<file path="src/rtl/block_digit_pkg.sv">
// block_digit_pkg: shared definitions for the block-digit decoder and renderer.
//   - default box geometry (W/H/THICK)
//   - segment bit positions inside a {a,b,c,d,e,f,g} mask
//   - decoder state enum
//   - digit-to-mask table and the reverse lookup
//   - per-segment pixel areas used as decode thresholds
package block_digit_pkg;

  localparam int unsigned W_DEF     = 50;
  localparam int unsigned H_DEF     = 70;
  localparam int unsigned THICK_DEF = 8;

  localparam int unsigned NUM_SEG = 7;

  // Bit positions in a {a,b,c,d,e,f,g} mask (a is the MSB).
  localparam int unsigned SEG_A = 6;
  localparam int unsigned SEG_B = 5;
  localparam int unsigned SEG_C = 4;
  localparam int unsigned SEG_D = 3;
  localparam int unsigned SEG_E = 2;
  localparam int unsigned SEG_F = 1;
  localparam int unsigned SEG_G = 0;

  typedef logic [NUM_SEG-1:0] seg_mask_t;

  // Horizontal strokes (a, d, g) share one area; the verticals share the other.
  localparam seg_mask_t HORIZ_SEGS = 7'b1001001;

  typedef enum logic [1:0] {
    IDLE   = 2'd0,
    ACCUM  = 2'd1,
    DECODE = 2'd2,
    REPORT = 2'd3
  } state_e;

  localparam seg_mask_t DIGIT_MASK [10] = '{
    7'b1111110,  // 0
    7'b0110000,  // 1
    7'b1101101,  // 2
    7'b1111001,  // 3
    7'b0110011,  // 4
    7'b1011011,  // 5
    7'b1011111,  // 6
    7'b1110000,  // 7
    7'b1111111,  // 8
    7'b1111011   // 9
  };

  typedef struct packed {
    logic       err;
    logic [3:0] digit;
  } decode_t;

  function automatic int unsigned area_horiz(int unsigned w, int unsigned t);
    return (w - 2 * t) * t;
  endfunction

  function automatic int unsigned area_vert(int unsigned h, int unsigned t);
    return t * (h / 2 - t / 2 - t);
  endfunction

  // Any mask outside the table (including all-dark) decodes as an error.
  function automatic decode_t mask_to_digit(seg_mask_t m);
    decode_t r;
    r.err   = 1'b1;
    r.digit = 4'hF;
    for (int i = 0; i < 10; i++) begin
      if (m == DIGIT_MASK[i]) begin
        r.err   = 1'b0;
        r.digit = 4'(i);
      end
    end
    return r;
  endfunction

endpackage

</file>
<file path="src/rtl/block_digit_seg_classify.sv">
// block_digit_seg_classify: combinational map from box-relative pixel
// coordinates to the segment that pixel belongs to.
//   rel_x, rel_y : box-relative coordinates (wrapped unsigned)
//   seg_hit      : one-hot {a,b,c,d,e,f,g}, zero for gaps and outside the box
//   in_box       : pixel lies inside the W x H box
// All bounds are half-open: [lo, hi).
module block_digit_seg_classify
  import block_digit_pkg::*;
#(
  parameter int unsigned W     = W_DEF,
  parameter int unsigned H     = H_DEF,
  parameter int unsigned THICK = THICK_DEF
) (
  input  logic [9:0] rel_x,
  input  logic [9:0] rel_y,
  output seg_mask_t  seg_hit,
  output logic       in_box
);

  localparam logic [9:0] X_L  = 10'(THICK);
  localparam logic [9:0] X_R  = 10'(W - THICK);
  localparam logic [9:0] X_E  = 10'(W);
  localparam logic [9:0] Y_T  = 10'(THICK);
  localparam logic [9:0] Y_G0 = 10'(H / 2 - THICK / 2);
  localparam logic [9:0] Y_G1 = 10'(H / 2 - THICK / 2 + THICK);
  localparam logic [9:0] Y_D  = 10'(H - THICK);
  localparam logic [9:0] Y_E  = 10'(H);

  logic col_l, col_m, col_r;
  logic row_a, row_up, row_g, row_lo, row_d;

  // NOTE: every output of a combinational block gets a default first so no
  // path leaves it unassigned and a latch is never inferred.
  always_comb begin
    seg_hit = '0;
    in_box  = (rel_x < X_E) && (rel_y < Y_E);

    col_l  = (rel_x < X_L);
    col_m  = (rel_x >= X_L) && (rel_x < X_R);
    col_r  = (rel_x >= X_R) && (rel_x < X_E);
    row_a  = (rel_y < Y_T);
    row_up = (rel_y >= Y_T)  && (rel_y < Y_G0);
    row_g  = (rel_y >= Y_G0) && (rel_y < Y_G1);
    row_lo = (rel_y >= Y_G1) && (rel_y < Y_D);
    row_d  = (rel_y >= Y_D)  && (rel_y < Y_E);

    seg_hit[SEG_A] = col_m && row_a;
    seg_hit[SEG_B] = col_r && row_up;
    seg_hit[SEG_C] = col_r && row_lo;
    seg_hit[SEG_D] = col_m && row_d;
    seg_hit[SEG_E] = col_l && row_lo;
    seg_hit[SEG_F] = col_l && row_up;
    seg_hit[SEG_G] = col_m && row_g;
  end

endmodule

</file>
<file path="src/rtl/block_digit_decoder.sv">
// block_digit_decoder: counts lit pixels per segment of a block digit over one
// frame and decodes the resulting 7-segment mask to a digit.
//   clk, reset            : clock, synchronous active-high reset
//   frame_start/frame_end : single-cycle frame delimiters
//   pix_valid, px, py     : pixel strobe and coordinates
//   pix_on                : pixel lit
//   base_x, base_y        : box origin, captured on frame_start
//   digit, seg_mask       : last decoded digit and mask {a..g}
//   digit_valid           : one-cycle strobe, 2 cycles after frame_end
//   digit_err             : last mask was not a legal digit (held to next strobe)
// Optional: define BLOCK_DIGIT_DECODER_GAP_CHECK_EN to count lit pixels in the
// gaps between segments and flag the frame as an error when there are too many.
module block_digit_decoder
  import block_digit_pkg::*;
#(
  parameter int unsigned W     = W_DEF,
  parameter int unsigned H     = H_DEF,
  parameter int unsigned THICK = THICK_DEF
) (
  input  logic       clk,
  input  logic       reset,
  input  logic       frame_start,
  input  logic       frame_end,
  input  logic       pix_valid,
  input  logic [9:0] px,
  input  logic [9:0] py,
  input  logic       pix_on,
  input  logic [9:0] base_x,
  input  logic [9:0] base_y,
  output logic [3:0] digit,
  output seg_mask_t  seg_mask,
  output logic       digit_valid,
  output logic       digit_err
);

  localparam int unsigned AREA_H = area_horiz(W, THICK);
  localparam int unsigned AREA_V = area_vert(H, THICK);

  state_e     state_q, state_d;
  logic [9:0] base_x_q, base_x_d, base_y_q, base_y_d;
  logic [8:0] cnt_q [NUM_SEG];
  logic [8:0] cnt_d [NUM_SEG];
  logic [3:0] digit_q, digit_d;
  seg_mask_t  seg_mask_q, seg_mask_d;
  logic       valid_q, valid_d;
  logic       err_q, err_d;

  seg_mask_t  seg_hit;
  logic       in_box;
  logic       pix_lit;
  seg_mask_t  seg_on;
  decode_t    dec;

`ifdef BLOCK_DIGIT_DECODER_GAP_CHECK_EN
  localparam logic [8:0] GAP_LIMIT = 9'(THICK * THICK);
  logic [8:0] gap_cnt_q, gap_cnt_d;
`endif

  block_digit_seg_classify #(.W(W), .H(H), .THICK(THICK)) u_classify (
    .rel_x   (px - base_x_q),
    .rel_y   (py - base_y_q),
    .seg_hit (seg_hit),
    .in_box  (in_box)
  );

  // A pixel in the frame_start cycle belongs to no frame and is dropped.
  assign pix_lit = pix_valid && pix_on && !frame_start && in_box;

  // Threshold: a segment is on when at least half its area is lit.
  always_comb begin
    seg_on = '0;
    for (int s = 0; s < NUM_SEG; s++) begin
      seg_on[s] = (32'({cnt_q[s], 1'b0}) >= (HORIZ_SEGS[s] ? AREA_H : AREA_V));
    end
    dec = mask_to_digit(seg_on);
`ifdef BLOCK_DIGIT_DECODER_GAP_CHECK_EN
    if (gap_cnt_q > GAP_LIMIT) begin
      dec.err   = 1'b1;
      dec.digit = 4'hF;
    end
`endif
  end

  always_comb begin
    state_d    = state_q;
    base_x_d   = base_x_q;
    base_y_d   = base_y_q;
    cnt_d      = cnt_q;
    digit_d    = digit_q;
    seg_mask_d = seg_mask_q;
    valid_d    = 1'b0;
    err_d      = err_q;
`ifdef BLOCK_DIGIT_DECODER_GAP_CHECK_EN
    gap_cnt_d  = gap_cnt_q;
`endif

    unique case (state_q)
      IDLE, ACCUM: begin
        if (frame_start) begin
          // Also covers a restart from ACCUM; frame_end in the same cycle loses.
          cnt_d    = '{default: '0};
          base_x_d = base_x;
          base_y_d = base_y;
          state_d  = ACCUM;
`ifdef BLOCK_DIGIT_DECODER_GAP_CHECK_EN
          gap_cnt_d = '0;
`endif
        end else if (state_q == ACCUM) begin
          for (int s = 0; s < NUM_SEG; s++) begin
            if (pix_lit && seg_hit[s] && (cnt_q[s] != 9'h1FF)) begin
              cnt_d[s] = cnt_q[s] + 9'd1;
            end
          end
`ifdef BLOCK_DIGIT_DECODER_GAP_CHECK_EN
          if (pix_lit && (seg_hit == '0) && (gap_cnt_q != 9'h1FF)) begin
            gap_cnt_d = gap_cnt_q + 9'd1;
          end
`endif
          if (frame_end) state_d = DECODE;
        end
      end
      // Outputs are registered on leaving DECODE, so they appear in REPORT.
      DECODE: begin
        seg_mask_d = seg_on;
        digit_d    = dec.digit;
        err_d      = dec.err;
        valid_d    = 1'b1;
        state_d    = REPORT;
      end
      REPORT:  state_d = IDLE;
      default: state_d = IDLE;
    endcase
  end

  // NOTE: state flops use non-blocking assignments so every flop samples the
  // pre-edge values regardless of statement order.
  always_ff @(posedge clk) begin
    if (reset) begin
      state_q    <= IDLE;
      base_x_q   <= '0;
      base_y_q   <= '0;
      cnt_q      <= '{default: '0};
      digit_q    <= 4'hF;
      seg_mask_q <= '0;
      valid_q    <= 1'b0;
      err_q      <= 1'b0;
`ifdef BLOCK_DIGIT_DECODER_GAP_CHECK_EN
      gap_cnt_q  <= '0;
`endif
    end else begin
      state_q    <= state_d;
      base_x_q   <= base_x_d;
      base_y_q   <= base_y_d;
      cnt_q      <= cnt_d;
      digit_q    <= digit_d;
      seg_mask_q <= seg_mask_d;
      valid_q    <= valid_d;
      err_q      <= err_d;
`ifdef BLOCK_DIGIT_DECODER_GAP_CHECK_EN
      gap_cnt_q  <= gap_cnt_d;
`endif
    end
  end

  assign digit       = digit_q;
  assign seg_mask    = seg_mask_q;
  assign digit_valid = valid_q;
  assign digit_err   = err_q;

endmodule

</file>
<file path="config.mk">
export PLATFORM = sky130hd
export DESIGN_NAME = block_digit_decoder
export DESIGN_NICKNAME = d
export VERILOG_FILES = /design/src/rtl/block_digit_pkg.sv /design/src/rtl/block_digit_seg_classify.sv /design/src/rtl/block_digit_decoder.sv
export SDC_FILE = /design/constraint.sdc
export NUM_CORES = 1
export LEC_CHECK = 0
export CAP_MARGIN = 20
export CORE_UTILIZATION = 40
export CTS_BUF_LIST = sky130_fd_sc_hd__clkbuf_4 sky130_fd_sc_hd__clkbuf_8
export DETAILED_ROUTE_END_ITERATION = 6
export GPL_ROUTABILITY_DRIVEN = 0
export SETUP_SLACK_MARGIN = 0.05
export SKIP_LAST_GASP = 1
export SLEW_MARGIN = 5
export SYNTH_ARGS = -nofsm -noshare
export SYNTH_HDL_FRONTEND = slang
export SYNTH_SLANG_ARGS = --single-unit
</file>
<file path="constraint.sdc">
create_clock -name clk -period 6.3 [get_ports clk]
set_input_delay 1.575 -clock clk [delete_from_list [all_inputs] [get_ports clk]]
set_output_delay 1.575 -clock clk [all_outputs]
set_load 0.01 [all_outputs]
</file>
== Word level (Yosys, flattened, before mapping) ==
Index checks and enable logic that the tools add are counted.
Widths: inputs -> output; s select.
Word-level totals
  flip-flop bits (word level): 98
  input bits: 46
  output and inout port bits: 13
  logic and storage cells: 141
Cells by class
  add/subtract/negate cells: 9
  $lt $le $gt $ge: 21
  equal/unequal tests: 22
  mux-type cells: 24
  reductions and logical operators: 51
Operator list (count)
  $mux 63: 2
  $add 9x1->9 const B: 7
  $mux 9: 7
  $ne 9x9->1 const B: 7
  $eq 7x7->1 const B: 8
  $mux 5: 10
  $ge 10x8->1 const B: 4
  $lt 10x6->1 const B: 4
  $logic_and 1x1->1: 31
  $ge 10x6->1 const B: 3
  $ge 10x9->1 const B: 3
  $reduce_and 3->1: 7
  $ge 10x4->1 const B: 2
  $lt 10x4->1 const B: 2
  $sub 10x10->10: 2
  $reduce_bool 2->1: 8
  $eq 7x6->1 const B: 2
  $ge 10x5->1 const B: 1
  $lt 10x5->1 const B: 1
  $lt 10x7->1 const B: 1
  $mux 2: 3
  $ne 3x3->1 const B: 2
  $pmux 2 s3: 1
  $eq 2x2->1 const B: 2
  6 further kinds: 7

== Longest topological paths before layout ==
  depth in word-level cells: 12
  depth in mapped cells: 14

== Cells and area by module ==
A second synthesis with hierarchy kept.
Second synthesis, totals
  cells, all modules: 692
  area total of the unflattened synthesis: 5502.8 um^2
Modules (own cells, without submodules)
  block_digit_decoder: times used 1, cells an instance 656, area each 5260.0 um^2
  block_digit_seg_classify: times used 1, cells an instance 36, area each 242.7 um^2

== Worst setup path after synthesis ==
OpenSTA, ideal clock, no wires.
  kind: input to register
  start point: input port py[0]
  end point: register cnt_q[12] in the netlist's numbering
  arrival time: 4560 ps
  data required time: 6230 ps
  slack: 1670 ps
  cell stages on the path: 13
  path buffers: 1
  cell sequence: inv_1 ha_1 inv_1 fa_1 a211oi_2 o31a_2 o21ai_1 xor2_1 or4_4 or4b_1 buf_2 or3_1 a21oi_1
On the way
  longest elaborated chain between the ends: 8
  elaborated cells on any way between the ends: 12
RTL lines
  start, declared: RTL line block_digit_decoder.sv:26  | input logic [9:0] py,
  $sub 10x10->10 (*): RTL line block_digit_decoder.sv:61  | .rel_y (py - base_y_q),
  $lt 10x7->1, or another cell as far along: RTL line block_digit_seg_classify.sv:36  | in_box = (rel_x < X_E) && (rel_y < Y_E);
  $logic_and 1x1->1, on equally long branches: RTL line block_digit_seg_classify.sv:36, block_digit_seg_classify.sv:42
  $logic_and 1x1->1, on equally long branches: RTL line block_digit_decoder.sv:67, block_digit_seg_classify.sv:48
  $logic_and 1x1->1 (*) (2 in series): RTL line block_digit_decoder.sv:110  | if (pix_lit && seg_hit[s] && (cnt_q[s] != 9'h1FF)) begin
  $reduce_bool 2->1 (no source line) (*)
  $reduce_and 3->1 (no source line) (*)
  end signal, assigned: RTL line block_digit_decoder.sv:154  | cnt_q <= cnt_d;
  end, declared: RTL line block_digit_decoder.sv:41  | logic [8:0] cnt_q [NUM_SEG];
Mark *: on every way between the ends. The rest lies on a longest branch, timed or not.
A chain may end at the register's enable or synchronous reset.

== Final worst setup path ==
  start point: input port py[0]
  end point: register cnt_q[21] in the netlist's numbering
On the way
  longest elaborated chain between the ends: 8
  elaborated cells on any way between the ends: 12
RTL lines (RTL line)
  $sub 10x10->10 (*): block_digit_decoder.sv:61
  $lt 10x7->1, or another cell as far along: block_digit_seg_classify.sv:36
  $logic_and 1x1->1, on equally long branches: block_digit_seg_classify.sv:36, block_digit_seg_classify.sv:44
  $logic_and 1x1->1, on equally long branches: block_digit_decoder.sv:67, block_digit_seg_classify.sv:49
  $logic_and 1x1->1 (*) (2 in series): block_digit_decoder.sv:110
  $reduce_bool 2->1 (no source line) (*)
  $reduce_and 3->1 (no source line) (*)
Marked as above.

==> results.md <==
* Outcome: completed
* 1st-pass router iterations at 6
* Area growth, synth to finish at 15.5%
* Initial antenna violation count at 0
* Ratio of total power to cell area at between 150 and 200 nW/um^2
* Arrival time at the worst endpoint at 5.44 ns
* Main synth FF type: dfxtp_1
* Largest net degree at the start of global routing at 61
* Worst setup SP type: input port
* Net Count, Synth at 856
* Worst path required time at 6.62 ns
* Core footprint at 14700 um^2
* Cell Area, Synth at 6090 um^2
* Overflow left after global routing at 0
* Critical path type: input port to flip-flop
* DIE AREA at 15700 um^2
* ANT cells at 0
* Synth warnings at 0
* Max-cap violations at 0
* HP Class: flip-flop to flip-flop
* Layout cells sized above 1 at 0.0515
* Post-layout nets at 898
* Clock root buffer: clkbuf_8
* Clock-pin slew on the worst setup and hold paths at 0.10 ns
* Syn Inst Count at 769
* Least-Margin Pin Slew at around 1.1 ns
* Total power at about 1.4 mW
* RSZ-0062 raised after global routing: false
* Critical Path Sink Type: flip-flop
* Fin util at 0.478
* Setup Total Neg Slack at 0 ns
* Clock Tree Buf Depth at 2
* Worst skew pair latency at 0.40 ns
* Register-to-register setup slack at 2.48 ns
* Port Buf Inserts at 58
* Async SR Flop Fraction at 0
* Setup violators final at 0
* Yosys top cell by area: dfxtp_1
* Static Leak at ~2.5 nW
* Clock Sinks at 98
* First-pass GRT wire length at 25400 um
* Synthesized area per cell at 7.92 um^2
* CTS tree: yes
* Fin crit period at between 5 and 6 ns
* Slew Limit Fails at 0
* Area of the multi-input gates at 3790 um^2
* Routed length per instance at 14.7 um
* H-tree depth at 3
* Initial core utilization at 0.414
* WL final at 14700 um
* FF+latch area at between 1500 and 2000 um^2
* DP HPWL at 10700 um
* Fmax at 195 MHz
* Flops & latches, synth at 98
* Count leader, synth: dfxtp_1
* Die Width at between 100 and 150 um
* Tcrit/Tclk final at 0.813
* Cells on worst reg2reg path at 11
* Post-synth top area share at 0.322
* Worst hold stages at 2
* Top Ports at 59
* Slew Limit Headroom at 0.264
* Clk_skew at about 0.019 ns
* Top cells by area, synth: dfxtp_1 (32%), ha_1 (8.0%), a21oi_1 (7.5%)
* ANT nets after route at 0
* Total track usage at 0.197
* CTS Buf Count at 9
* Vias at 5592
* Hold Fails Final Rpt at 0
* Die H at 125 um
* Yosys cell types at 73
* Crit path max fanout at 16
* DRC Markers at 0
* Vias in the first global route at around 5400
* Fillers at 1450
* EDFF count, synth at 0
* Vias per cell at 5.59
* Post-synth top cells: dfxtp_1 (98), a21oi_1 (91), nand2_1 (72), inv_1 (52), nor2_1 (46)
* Hold-fix buffer count after cts at 0
* Post-cts resize count at 0
* Setup Fix Bufs, Post-CTS at 0
* Peak VDD IR at about 0.22 mV
* Rows at 44
* Drt initial violations at 320
* Register area share after synthesis at 0.322
## registers in the layout, summed over array words and instances (netlist names)
register and cells:
digit 4, seg_mask 7, cnt_q 63, base_y_q 10, digit_err 1, state_q 2, digit_valid 1, base_x_q 10
## routing by layer
metal,global-route usage,part of all wire,vias up
met2,0.346,0.48,77
met5,0,0,-
met4,0.0473,0.010,0
li1,-,-,2873
met3,0.0458,0.035,9
met1,0.242,0.48,2633
## placed cells by master, fill, tap and decap left out, types with 5 or more instances in the layout
master,count
a21oi_1,91
nor2b_1,8
clkdlybuf4s50_1,57
nand2b_1,9
nand4_1,5
or4b_1,8
nand3b_1,12
nor3b_1,5
mux2i_1,6
a211oi_1,15
o211ai_1,5
a31o_1,5
inv_1,52
o21ai_0,12
o21ai_1,18
o21a_1,7
buf_4,7
o21bai_1,5
ha_1,39
and3_1,25
nor4_1,5
nor2_1,46
and2_1,7
xnor2_1,7
nand3_1,43
o41ai_1,7
a21o_1,6
nand2_1,72
or4_1,7
clkbuf_8,9
nand4b_1,7
xor2_1,5
dfxtp_1,98
or3_1,30
nor3_1,10
## final cells by class
| class | instances | area share |
|---|---|---|
| Inverter | 53 | 0.0283 |
| Clock buffer | 9 | 0.0176 |
| Clock inverter | 7 | 0.0141 |
| Sequential cell | 98 | 0.279 |
| Multi-Input combinational cell | 584 | 0.539 |
| Timing Repair Buffer | 65 | 0.0894 |
| Tap cell | 184 | 0.0328 |
## report_power, final
group	internal (mW)	switching [mW]
logic	0.106	0.147
clock network	0.227	0.240
registers	0.630	0.00605
total	0.964	0.392
## worst max-delay path, cell delays in order
cell and delay, ns:
clkdlybuf4s50_1 0.40, inv_1 0.06, ha_1 0.18, inv_1 0.06, fa_1 0.41, a211oi_2 0.27
o31a_2 0.22, o21ai_1 0.07, xor2_1 0.19, or4_4 0.60, or4_1 0.78, or3_1 0.44
a21oi_1 0.17
## logic make-up after synthesis
family	count (synthesis)	synth area share
and+or+nand+nor	311	0.277
adders and majority gates	41	0.0867
DFF	98	0.322
buffers and inverters	87	0.0561
muxes	7	0.0117
xor gates and xnor gates	13	0.0199
AOI/OAI and AO/OA	212	0.226
## per-stage QoR
stage	worst slack (ns)	area [um^2]	hold WS, ns	cells
final	1.18	7030	0.460	1000
after global routing	0.965	7030	0.479	1000
after floorplan	1.67	6090	0.436	769
after CTS	1.18	7030	0.461	1000
after global placement	0.924	6810	0.446	984
after detailed placement	0.758	6810	0.448	984
## path summary, 6_finish.rpt
kind                                 start                        to
hold reg to reg   base_y_q[1]$_SDFFE_PP0P_  base_y_q[1]$_SDFFE_PP0P_
setup reg to reg  base_y_q[0]$_SDFFE_PP0P_    cnt_q[21]$_SDFFE_PP0P_
hold / removal    base_y_q[1]$_SDFFE_PP0P_  base_y_q[1]$_SDFFE_PP0P_
setup / recovery                     py[0]    cnt_q[21]$_SDFFE_PP0P_
Note: power is estimated with default switching activity, not from simulation.
